File: src/rtl/cmp_result_monitor.sv
// rtl/cmp_result_monitor.sv - debounced capture and tally of the comparator LT/EQ/GT result lines
// Optional macro CMP_MON_ERR_EN: flag and count non-one-hot patterns instead of priority-decoding them.
module cmp_result_monitor #(
  parameter int CNT_W       = 8,
  parameter int HOLD_CYCLES = 4
) (
  input  logic             clk,
  input  logic             rst,
  input  logic             in_lt,
  input  logic             in_eq,
  input  logic             in_gt,
  input  logic             sample,
  input  logic             clr,
  output logic             busy,
  output logic             result_valid,
  output logic [1:0]       result_code,
  output logic [CNT_W-1:0] lt_cnt,
  output logic [CNT_W-1:0] eq_cnt,
  output logic [CNT_W-1:0] gt_cnt,
  output logic [CNT_W-1:0] err_cnt,
  output logic             err
);

  typedef enum logic [1:0] {S_IDLE, S_SETTLE, S_CAPTURE} state_t;

  localparam logic [7:0] HOLD_LAST = 8'(HOLD_CYCLES - 1);

  state_t     state_q, state_d;
  logic [2:0] snap_q, snap_d;
  logic [7:0] stab_q, stab_d;
  logic [2:0] in_vec;

  logic [1:0] code_dec;
  logic       hit_lt, hit_eq, hit_gt, hit_err;
  logic       capture_en;

  logic             result_valid_q;
  logic [1:0]       result_code_q;
  logic [CNT_W-1:0] lt_cnt_q, eq_cnt_q, gt_cnt_q;

  assign in_vec = {in_lt, in_eq, in_gt};

  function automatic logic [CNT_W-1:0] sat_inc(input logic [CNT_W-1:0] v);
    return (&v) ? v : v + CNT_W'(1);
  endfunction

  always_ff @(posedge clk) begin
    if (rst) begin
      state_q <= S_IDLE;
      snap_q  <= 3'b000;
      stab_q  <= 8'd0;
    end else begin
      state_q <= state_d;
      snap_q  <= snap_d;
      stab_q  <= stab_d;
    end
  end

  // Any input change while settling reloads the snapshot and restarts the hold window.
  always_comb begin
    state_d = state_q;
    snap_d  = snap_q;
    stab_d  = stab_q;
    if (clr) begin
      state_d = S_IDLE;
      stab_d  = 8'd0;
    end else begin
      case (state_q)
        S_IDLE: begin
          if (sample) begin
            snap_d  = in_vec;
            stab_d  = 8'd0;
            state_d = S_SETTLE;
          end
        end
        S_SETTLE: begin
          if (in_vec == snap_q) begin
            if (stab_q == HOLD_LAST) state_d = S_CAPTURE;
            else                     stab_d  = stab_q + 8'd1;
          end else begin
            snap_d = in_vec;
            stab_d = 8'd0;
          end
        end
        S_CAPTURE: state_d = S_IDLE;
        default:   state_d = S_IDLE;
      endcase
    end
  end

  always_comb begin
    busy       = (state_q != S_IDLE);
    capture_en = (state_q == S_CAPTURE) && !clr;
  end

  always_comb begin
    code_dec = 2'b00;
    hit_lt   = 1'b0;
    hit_eq   = 1'b0;
    hit_gt   = 1'b0;
    hit_err  = 1'b0;
`ifdef CMP_MON_ERR_EN
    case (snap_q)
      3'b100:  begin code_dec = 2'b01; hit_lt = 1'b1; end
      3'b010:  begin code_dec = 2'b10; hit_eq = 1'b1; end
      3'b001:  begin code_dec = 2'b11; hit_gt = 1'b1; end
      default: hit_err = 1'b1;
    endcase
`else
    if (snap_q[0]) begin
      code_dec = 2'b11; hit_gt = 1'b1;
    end else if (snap_q[1]) begin
      code_dec = 2'b10; hit_eq = 1'b1;
    end else if (snap_q[2]) begin
      code_dec = 2'b01; hit_lt = 1'b1;
    end
`endif
  end

  // result_code survives clr; only rst or a new capture changes it.
  always_ff @(posedge clk) begin
    if (rst) begin
      result_valid_q <= 1'b0;
      result_code_q  <= 2'b00;
    end else begin
      result_valid_q <= capture_en;
      if (capture_en) result_code_q <= code_dec;
    end
  end

  always_ff @(posedge clk) begin
    if (rst || clr) begin
      lt_cnt_q <= '0;
      eq_cnt_q <= '0;
      gt_cnt_q <= '0;
    end else if (capture_en) begin
      if (hit_lt) lt_cnt_q <= sat_inc(lt_cnt_q);
      if (hit_eq) eq_cnt_q <= sat_inc(eq_cnt_q);
      if (hit_gt) gt_cnt_q <= sat_inc(gt_cnt_q);
    end
  end

`ifdef CMP_MON_ERR_EN
  logic [CNT_W-1:0] err_cnt_q;
  logic             err_q;

  always_ff @(posedge clk) begin
    if (rst || clr) begin
      err_cnt_q <= '0;
      err_q     <= 1'b0;
    end else if (capture_en && hit_err) begin
      err_cnt_q <= sat_inc(err_cnt_q);
      err_q     <= 1'b1;
    end
  end

  assign err_cnt = err_cnt_q;
  assign err     = err_q;
`else
  logic unused_err;
  assign unused_err = hit_err;
  assign err_cnt    = '0;
  assign err        = 1'b0;
`endif

  assign result_valid = result_valid_q;
  assign result_code  = result_code_q;
  assign lt_cnt       = lt_cnt_q;
  assign eq_cnt       = eq_cnt_q;
  assign gt_cnt       = gt_cnt_q;

endmodule

File: config.mk
export PLATFORM = sky130hd
export DESIGN_NAME = cmp_result_monitor
export DESIGN_NICKNAME = d
export VERILOG_FILES = /design/src/rtl/cmp_result_monitor.sv
export SDC_FILE = /design/constraint.sdc
export NUM_CORES = 1
export LEC_CHECK = 0
export CORE_MARGIN = 10
export CORE_UTILIZATION = 54
export DETAILED_ROUTE_END_ITERATION = 10
export PLACE_DENSITY_LB_ADDON = 0.08
export SLEW_MARGIN = 20
export SYNTH_ARGS = -nofsm -noshare
export SYNTH_HDL_FRONTEND = slang
export SYNTH_SLANG_ARGS = --single-unit
File: constraint.sdc
create_clock -name clk -period 5.7 [get_ports clk]
set_input_delay 1.14 -clock clk [delete_from_list [all_inputs] [get_ports clk]]
set_output_delay 1.14 -clock clk [all_outputs]
set_load 0.05 [all_outputs]
==> results.md, run 1 <==
- Result of the run: completed
- Synthesis-to-layout area growth: 21.5%
- Die area: 0.00659 mm^2
- Endpoint required time on the critical path: 5.92 ns
- Total standard cell area after synthesis: 0.00202 mm^2
- Worst vdd ir: 0.213 mV
- Depth of the CTS H-tree: 2
- Fill cells: 313
- Number of maximum-capacitance violations: 0
- Top-count cell post-synth: sky130_fd_sc_hd__dfxtp_1
- Worst setup path category: input pin to flop
- DP Worst Slack: 2.37 ns
- Total count of max-transition violations in the final report: 0
- Max FO, Critical Path: 10
- Syn Area/Cell: 8.29 um^2
- Post-DP HPWL: 3180 um
- Core region area: 0.00363 mm^2
- Pin count of the biggest net entering global routing: 31
- Overall die height: around 80 um
- Flip-flop and latch count after synthesis: 40
- Setup repair after global routing missed its margin: false
- Sequential cell area: 801 um^2
- Final Worst Setup Slack: 2.67 ns
- Area taken by multi-input logic gates: 0.00114 mm^2
- Initial antenna violation count: 0
- Fraction of final layout cells sized beyond drive strength 1: 4.35%
- Number of buffers inserted by hold repair at cts: 0
- Crit start category: input pin
- Worst rel slew slack: 47.9%
- Number of detailed-routing iterations run before antenna repair: 4
- Unique masters post-synth: between 40 and 50
- Die span in x: around 80 um
- Least-Margin Pin Slew: 0.779 ns
- Global placement routability congestion: 0.792
- Hold Worst Slack: 0.499 ns
- Share of the clock period used by the worst path after layout: 53.1%
- Pwr/cell area: 224 mW/mm^2
- Hold Crit Class: flop to flop
- Ranking of synthesized cells by instance count: 40 x sky130_fd_sc_hd__dfxtp_1, 23 x sky130_fd_sc_hd__nand2_1, 23 x sky130_fd_sc_hd__nor2_1
- Total routed wirelength: 4500 um
- Clock latency on the worst-skew pair: about 0.30 ns
- Vias per cell: 5.82
- Biggest area consumer among synthesized cells: sky130_fd_sc_hd__dfxtp_1
- Maximum number of buffers from clock root to sink: 2
- Final setup TNS: 0 ns
- Buffer type at the clock tree root: sky130_fd_sc_hd__clkbuf_8
- Share of async-settable or async-resettable flops after synthesis: 0%
- Via count of the first global-routing pass: 1638
- Count of standard-cell rows: 22
- Clock period minus worst slack: ~3.0 ns
- Number of routed nets with antenna violations: 0
- Post-cts sizing count: 0
- Clock tree skew after final layout: 0.00310 ns
- Num ports: between 40 and 50
- Endpoint arrival time on the critical path: about 3.3 ns
- Total DRC errors in the routed layout: 0
- All-layer global routing usage: 14.2%
- Clock transition at the registers of the reported paths: 0.08 ns
- Critical path endpoint category: flop
- Hold violation total from the final report: 0
- Global-route wire length before repair: approximately 7600 um
- Share of Yosys cell area claimed by the top area cell type: 39.6%
- Gate count of the mapped netlist: between 200 and 250
- Final setup violating endpoints: 0
- Fin nets: 286
- Overall power of the completed layout: 550 uW
- Final core utilization: 67.6%
- Biggest area contributors in the synthesized netlist: sky130_fd_sc_hd__dfxtp_1 40%, sky130_fd_sc_hd__nand2_1 4.3%, sky130_fd_sc_hd__nor2_1 4.3%, sky130_fd_sc_hd__a21oi_1 4.0%, sky130_fd_sc_hd__nand3_1 3.5%
- Via count: approximately 1900
- Number of clock sinks seen by CTS: 40
- Buffers inserted during post-CTS setup optimization: 0
- Syn. warnings: 0
- Iteration-0 DRC Markers: 101
- Wire length per cell after detailed routing: 13.9 um
- Static leakage: 0.780 nW
- Antenna fix cells: 0
- Remaining Overflow, GRT: 0
- Cts bufs inserted: 5
- Initial core utilization: 55.6%
- Number of buffers inserted by port buffering: 34
- Number of flops mapped to enable cells by yosys: 0
- Sequential element share of the synthesized area: ~40%
- Clock tree from TritonCTS: built
- Most common flop cell mapped by yosys: sky130_fd_sc_hd__dfxtp_1
- Achievable clock frequency: 0.331 GHz
[metal layers]
metal,track usage (%),vias to the layer above,wire [um]
met1,18.1,868,2070
li1,-,957,-
met2,21.3,55,1990
met3,5.30,7,371
met4,5.88,0,72
met5,0,-,0
[critical path, stage by stage]
cell and delay (ns):
sky130_fd_sc_hd__clkdlybuf4s50_1 0.54, sky130_fd_sc_hd__or3b_1 0.52, sky130_fd_sc_hd__or2_1 0.36, sky130_fd_sc_hd__or4_1 0.52, sky130_fd_sc_hd__a21oi_1 0.16
[state kept, by name, summed over array words and instances, names as in the netlist]
| name | count |
|---|---|
| stab_q | 8 |
| result_valid | 1 |
| lt_cnt | 8 |
| result_code | 2 |
| gt_cnt | 8 |
| state_q | 2 |
| snap_q | 3 |
| eq_cnt | 8 |
[path summary, 6_finish.rpt]
| kind | from | endpoint | slack [ns] | cells after the start |
|---|---|---|---|---|
| worst min register to register | stab_q[7] | stab_q[7] | 0.50 | 1 |
| worst min-delay path | stab_q[7] | stab_q[7] | 0.50 | 1 |
| worst max register to register | state_q[1] | lt_cnt[6] | 3.61 | 4 |
| worst max-delay path | clr | lt_cnt[6] | 2.67 | 5 |
[layout make-up]
cell class / count / share of cell area [%]
multi-input combinational: 191 / 46.3
clock inverter: 2 / 1.43
clock buffer: 6 / 2.95
tap: 48 / 2.45
sequential: 40 / 32.6
timing repair buffer: 34 / 13.9
inverter: 3 / 0.458
[metrics by stage]
| step | area, um^2 | cells |
|---|---|---|
| 2_1_floorplan | 2050 | 252 |
| 3_3_place_gp | 2350 | 316 |
| 3_5_place_dp | 2350 | 316 |
| 4_1_cts | 2460 | 324 |
| 5_1_grt | 2460 | 324 |
| 6_report | 2460 | 324 |
[report_power, final]
group          switching, mW  internal (mW)  leakage, nW
Combinational         0.0276        0.00979        0.402
Clock                 0.0999          0.130       0.0552
Sequential           0.00252          0.281        0.323
[layout by cell type, fill, tap and decap left out, types with 4 or more instances in the layout]
cell	Yosys	final
sky130_fd_sc_hd__a311oi_1	5	5
sky130_fd_sc_hd__conb_1	1	9
sky130_fd_sc_hd__a21oi_1	16	16
sky130_fd_sc_hd__nand2_1	23	23
sky130_fd_sc_hd__nor2b_1	5	5
sky130_fd_sc_hd__and4_1	4	4
sky130_fd_sc_hd__or4_1	6	6
sky130_fd_sc_hd__nand3_1	14	14
sky130_fd_sc_hd__nand4_1	5	5
sky130_fd_sc_hd__dfxtp_1	40	40
sky130_fd_sc_hd__o21ai_0	13	13
sky130_fd_sc_hd__ha_1	4	4
sky130_fd_sc_hd__nor3_1	5	5
sky130_fd_sc_hd__xnor2_1	6	6
sky130_fd_sc_hd__nor2_1	23	23
sky130_fd_sc_hd__clkbuf_8	0	5
sky130_fd_sc_hd__nor4_1	5	5
sky130_fd_sc_hd__or3_1	6	6
sky130_fd_sc_hd__clkdlybuf4s50_1	0	34
[cell families after synthesis]
family / share of synthesized area, %
AND/OR/NAND/NOR: 29.1
AO/OA/AOI/OAI: 17.9
flip-flops: 39.6
buffers and inverters: 5.69
XOR/XNOR: 3.47
adder cells (fa/ha/maj): 2.48
multiplexers: 1.49
other: 0.185
Note: power is estimated with default switching activity, not from simulation.
==> inputs of run 2 (changes only) <==
--- a/config.mk
+++ b/config.mk
@@ -6,7 +6,7 @@
 export NUM_CORES = 1
 export LEC_CHECK = 0
 export CORE_MARGIN = 10
-export CORE_UTILIZATION = 54
+export CORE_UTILIZATION = 45
 export DETAILED_ROUTE_END_ITERATION = 10
 export PLACE_DENSITY_LB_ADDON = 0.08
 export SLEW_MARGIN = 20
==> constraint.sdc (replaced) <==
create_clock -name clk -period 2.48 [get_ports clk]
set_input_delay 0.496 -clock clk [delete_from_list [all_inputs] [get_ports clk]]
set_output_delay 0.496 -clock clk [all_outputs]
set_load 0.05 [all_outputs]
==> results.md, run 2 (synthesis results as in run 1) <==
- Wire length per cell after detailed routing: 14.6 um (was 13.9 um)
- Count of standard-cell rows: 24 (was 22)
- Cell with the largest stage delay on the worst path: sky130_fd_sc_hd__clkdlybuf4s50_1 (unchanged)
- Pint: 893 uW (was 420 uW)
- Number of clock sinks seen by CTS: 40 (unchanged)
- Leading cell types in the layout, fill and taps excluded: 40 x sky130_fd_sc_hd__dfxtp_1, 34 x sky130_fd_sc_hd__clkdlybuf4s50_1, 23 x sky130_fd_sc_hd__nand2_1, 23 x sky130_fd_sc_hd__nor2_1, 16 x sky130_fd_sc_hd__a21oi_1 (unchanged)
- Clock tree skew after final layout: 0.00716 ns (was 0.00310 ns)
- Maximum number of buffers from clock root to sink: 2 (unchanged)
- Global placement routability congestion: 0.804 (was 0.792)
- Hold Crit Class: flop to flop (unchanged)
- Part of the power in combinational logic: 7.7% (was 6.8%)
- Remaining Overflow, GRT: 0 (unchanged)
- Total DRC errors in the routed layout: 0 (unchanged)
- Die span in x: 87.0 um (was 81.2 um)
- Share of the clock period used by the worst path after layout: 89.1%
- Endpoint required time on the critical path: 1.98 ns (was 5.92 ns)
- Fraction of power spent switching nets: 25.1% (was 23.6%)
- Core region area: 0.00435 mm^2 (was 0.00363 mm^2)
- Critical path endpoint category: primary output (was flop)
- Clock transition at the registers of the reported paths: 0.08 ns (about the same)
- Delay-heaviest family, CP: buffers and inverters (was simple AND/OR/NAND/NOR gates)
- Largest stage delay, worst path: 0.80 ns (was 0.54 ns)
- Depth of the CTS H-tree: 2 (unchanged)
- Hold Worst Slack: 0.501 ns (was 0.499 ns)
- Num ports: 44 (unchanged)
- Total routed wirelength: 4880 um (was 4500 um)
- Buffers inserted during post-CTS setup optimization: 0 (unchanged)
- Number of maximum-capacitance violations: 0 (unchanged)
- Final Worst Setup Slack: 0.269 ns (was 2.67 ns)
- Hold violation total from the final report: 0 (unchanged)
- Vias per cell: 5.60 (was 5.82)
- Antenna fix cells: 0 (unchanged)
- Initial antenna violation count: 0 (unchanged)
- Overall die height: 87.0 um (was 81.2 um)
- Iteration-0 DRC Markers: 106 (was 101)
- Total count of max-transition violations in the final report: 0 (unchanged)
- Number of routed nets with antenna violations: 0 (unchanged)
- Pin count of the biggest net entering global routing: 30 (was 31)
- Post-DP HPWL: 3500 um (was 3180 um)
- Achievable clock frequency: 0.452 GHz
- Max FO, Critical Path: 9 (was 10)
- Die area: 0.00757 mm^2 (was 0.00659 mm^2)
- Final setup TNS: 0 ns (unchanged)
- Finished Cell Area: 0.00249 mm^2 (was 0.00246 mm^2)
- Pwr/cell area: 478 mW/mm^2 (was 224 mW/mm^2)
- Worst path cell trace: or2_2, clkdlybuf4s50_1 (was clkdlybuf4s50_1, or3b_1, or2_1, or4_1, a21oi_1)
- Number of buffers inserted by hold repair at cts: 0 (unchanged)
- Most common cell after layout, fill and taps aside: sky130_fd_sc_hd__dfxtp_1 (unchanged)
- Setup repair after global routing missed its margin: false (unchanged)
- Buffer type at the clock tree root: sky130_fd_sc_hd__clkbuf_8 (unchanged)
- Endpoint arrival time on the critical path: 1.71 ns (was 3.25 ns)
- Fin nets: 292 (was 286)
- Final setup violating endpoints: 0 (unchanged)
- Sequential Power Share: 54.7% (was 51.4%)
- All-layer global routing usage: 13.4% (was 14.2%)
- Overall power of the completed layout: 1.19 mW (was 550 uW)
- Crit start category: flop (was input pin)
- Least-Margin Pin Slew: 0.506 ns (was 0.779 ns)
- Result of the run: completed (unchanged)
- Worst rel slew slack: 66.1% (was 47.9%)
- Static leakage: 0.805 nW (was 0.780 nW)
- Worst setup path category: flop to primary output (was input pin to flop)
- Cts bufs inserted: 5 (unchanged)
- Fraction of final layout cells sized beyond drive strength 1: 6.74% (was 4.35%)
- Via count of the first global-routing pass: 1765 (was 1638)
- Clock period minus worst slack: about 2.2 ns
- Number of detailed-routing iterations run before antenna repair: 4 (unchanged)
- Area taken by multi-input logic gates: 0.00114 mm^2 (unchanged)
- Worst vdd ir: 0.266 mV (was 0.213 mV)
- Part of the power in the clock network: 37.6% (was 41.8%)
- Clock latency on the worst-skew pair: 0.29 ns (was 0.30 ns)
- Clock tree from TritonCTS: built (unchanged)
- DP Worst Slack: 0.00523 ns (was 2.37 ns)
- Number of buffer and inverter instances along the worst setup path: 1 (unchanged)
- Fill cells: 423 (was 313)
- Area post-placement: 0.00240 mm^2 (was 0.00235 mm^2)
- Initial core utilization: 46.4% (was 55.6%)
- Number of buffers inserted by port buffering: 34 (unchanged)
- Via count: 1870 (was 1887)
- Synthesis-to-layout area growth: 23.2% (was 21.5%)
- Post-cts sizing count: 0 (unchanged)
- Global-route wire length before repair: 8540 um (was 7580 um)
- Net switching power: 298 uW (was 130 uW)
- Sequential cell area: 801 um^2 (unchanged)
==> run 2: worst register-to-register path, stage by stage, from the launching register on <==
cell,delay (ns)
sky130_fd_sc_hd__dfxtp_1,0.39
sky130_fd_sc_hd__or3b_2,0.55
sky130_fd_sc_hd__or2_1,0.33
sky130_fd_sc_hd__or4_1,0.53
sky130_fd_sc_hd__a21oi_1,0.20
==> run 2: path summary, 6_finish.rpt <==
kind,startpoint,to,slack [ns],depth (start not counted)
worst max-delay path,state_q[0],busy,0.27,2
worst min-delay path,stab_q[7],stab_q[7],0.50,1
worst max register to register,snap_q[0],lt_cnt[6],0.40,4
worst min register to register,stab_q[7],stab_q[7],0.50,1
==> run 2: routing by layer <==
layer	vias up	GRT usage, %	wire length (um)
li1	964	-	-
met3	6	5.24	348
met5	-	0	0
met1	856	17.3	2370
met2	44	19.9	2120
met4	0	4.12	42
==> run 2: power groups by stage <==
stage / clock network (mW) / logic [mW] / registers (mW)
3_3_place_gp: 0 / 0.0898 / 0.666
4_1_cts: 0.462 / 0.0911 / 0.651
6_report: 0.448 / 0.0915 / 0.651
2_1_floorplan: 0 / 0.0780 / 0.663
3_5_place_dp: 0 / 0.0908 / 0.666
5_1_grt: 0.495 / 0.0992 / 0.652
==> run 2: metrics by stage <==
| step | cells | util, % |
|---|---|---|
| 6_report | 334 | 57.2 |
| 5_1_grt | 334 | 57.2 |
| 4_1_cts | 334 | 57.2 |
| 3_5_place_dp | 326 | 55.1 |
| 3_3_place_gp | 326 | 55.1 |
| 2_1_floorplan | 252 | - |
==> run 2: final cells by class <==
class	instances	share of cell area, %
clock buffer	6	3.31
clock inverter	2	0.402
inverter	3	0.452
multi-input combinational	191	45.6
sequential	40	32.1
tap	52	2.61
timing repair buffer	40	15.5
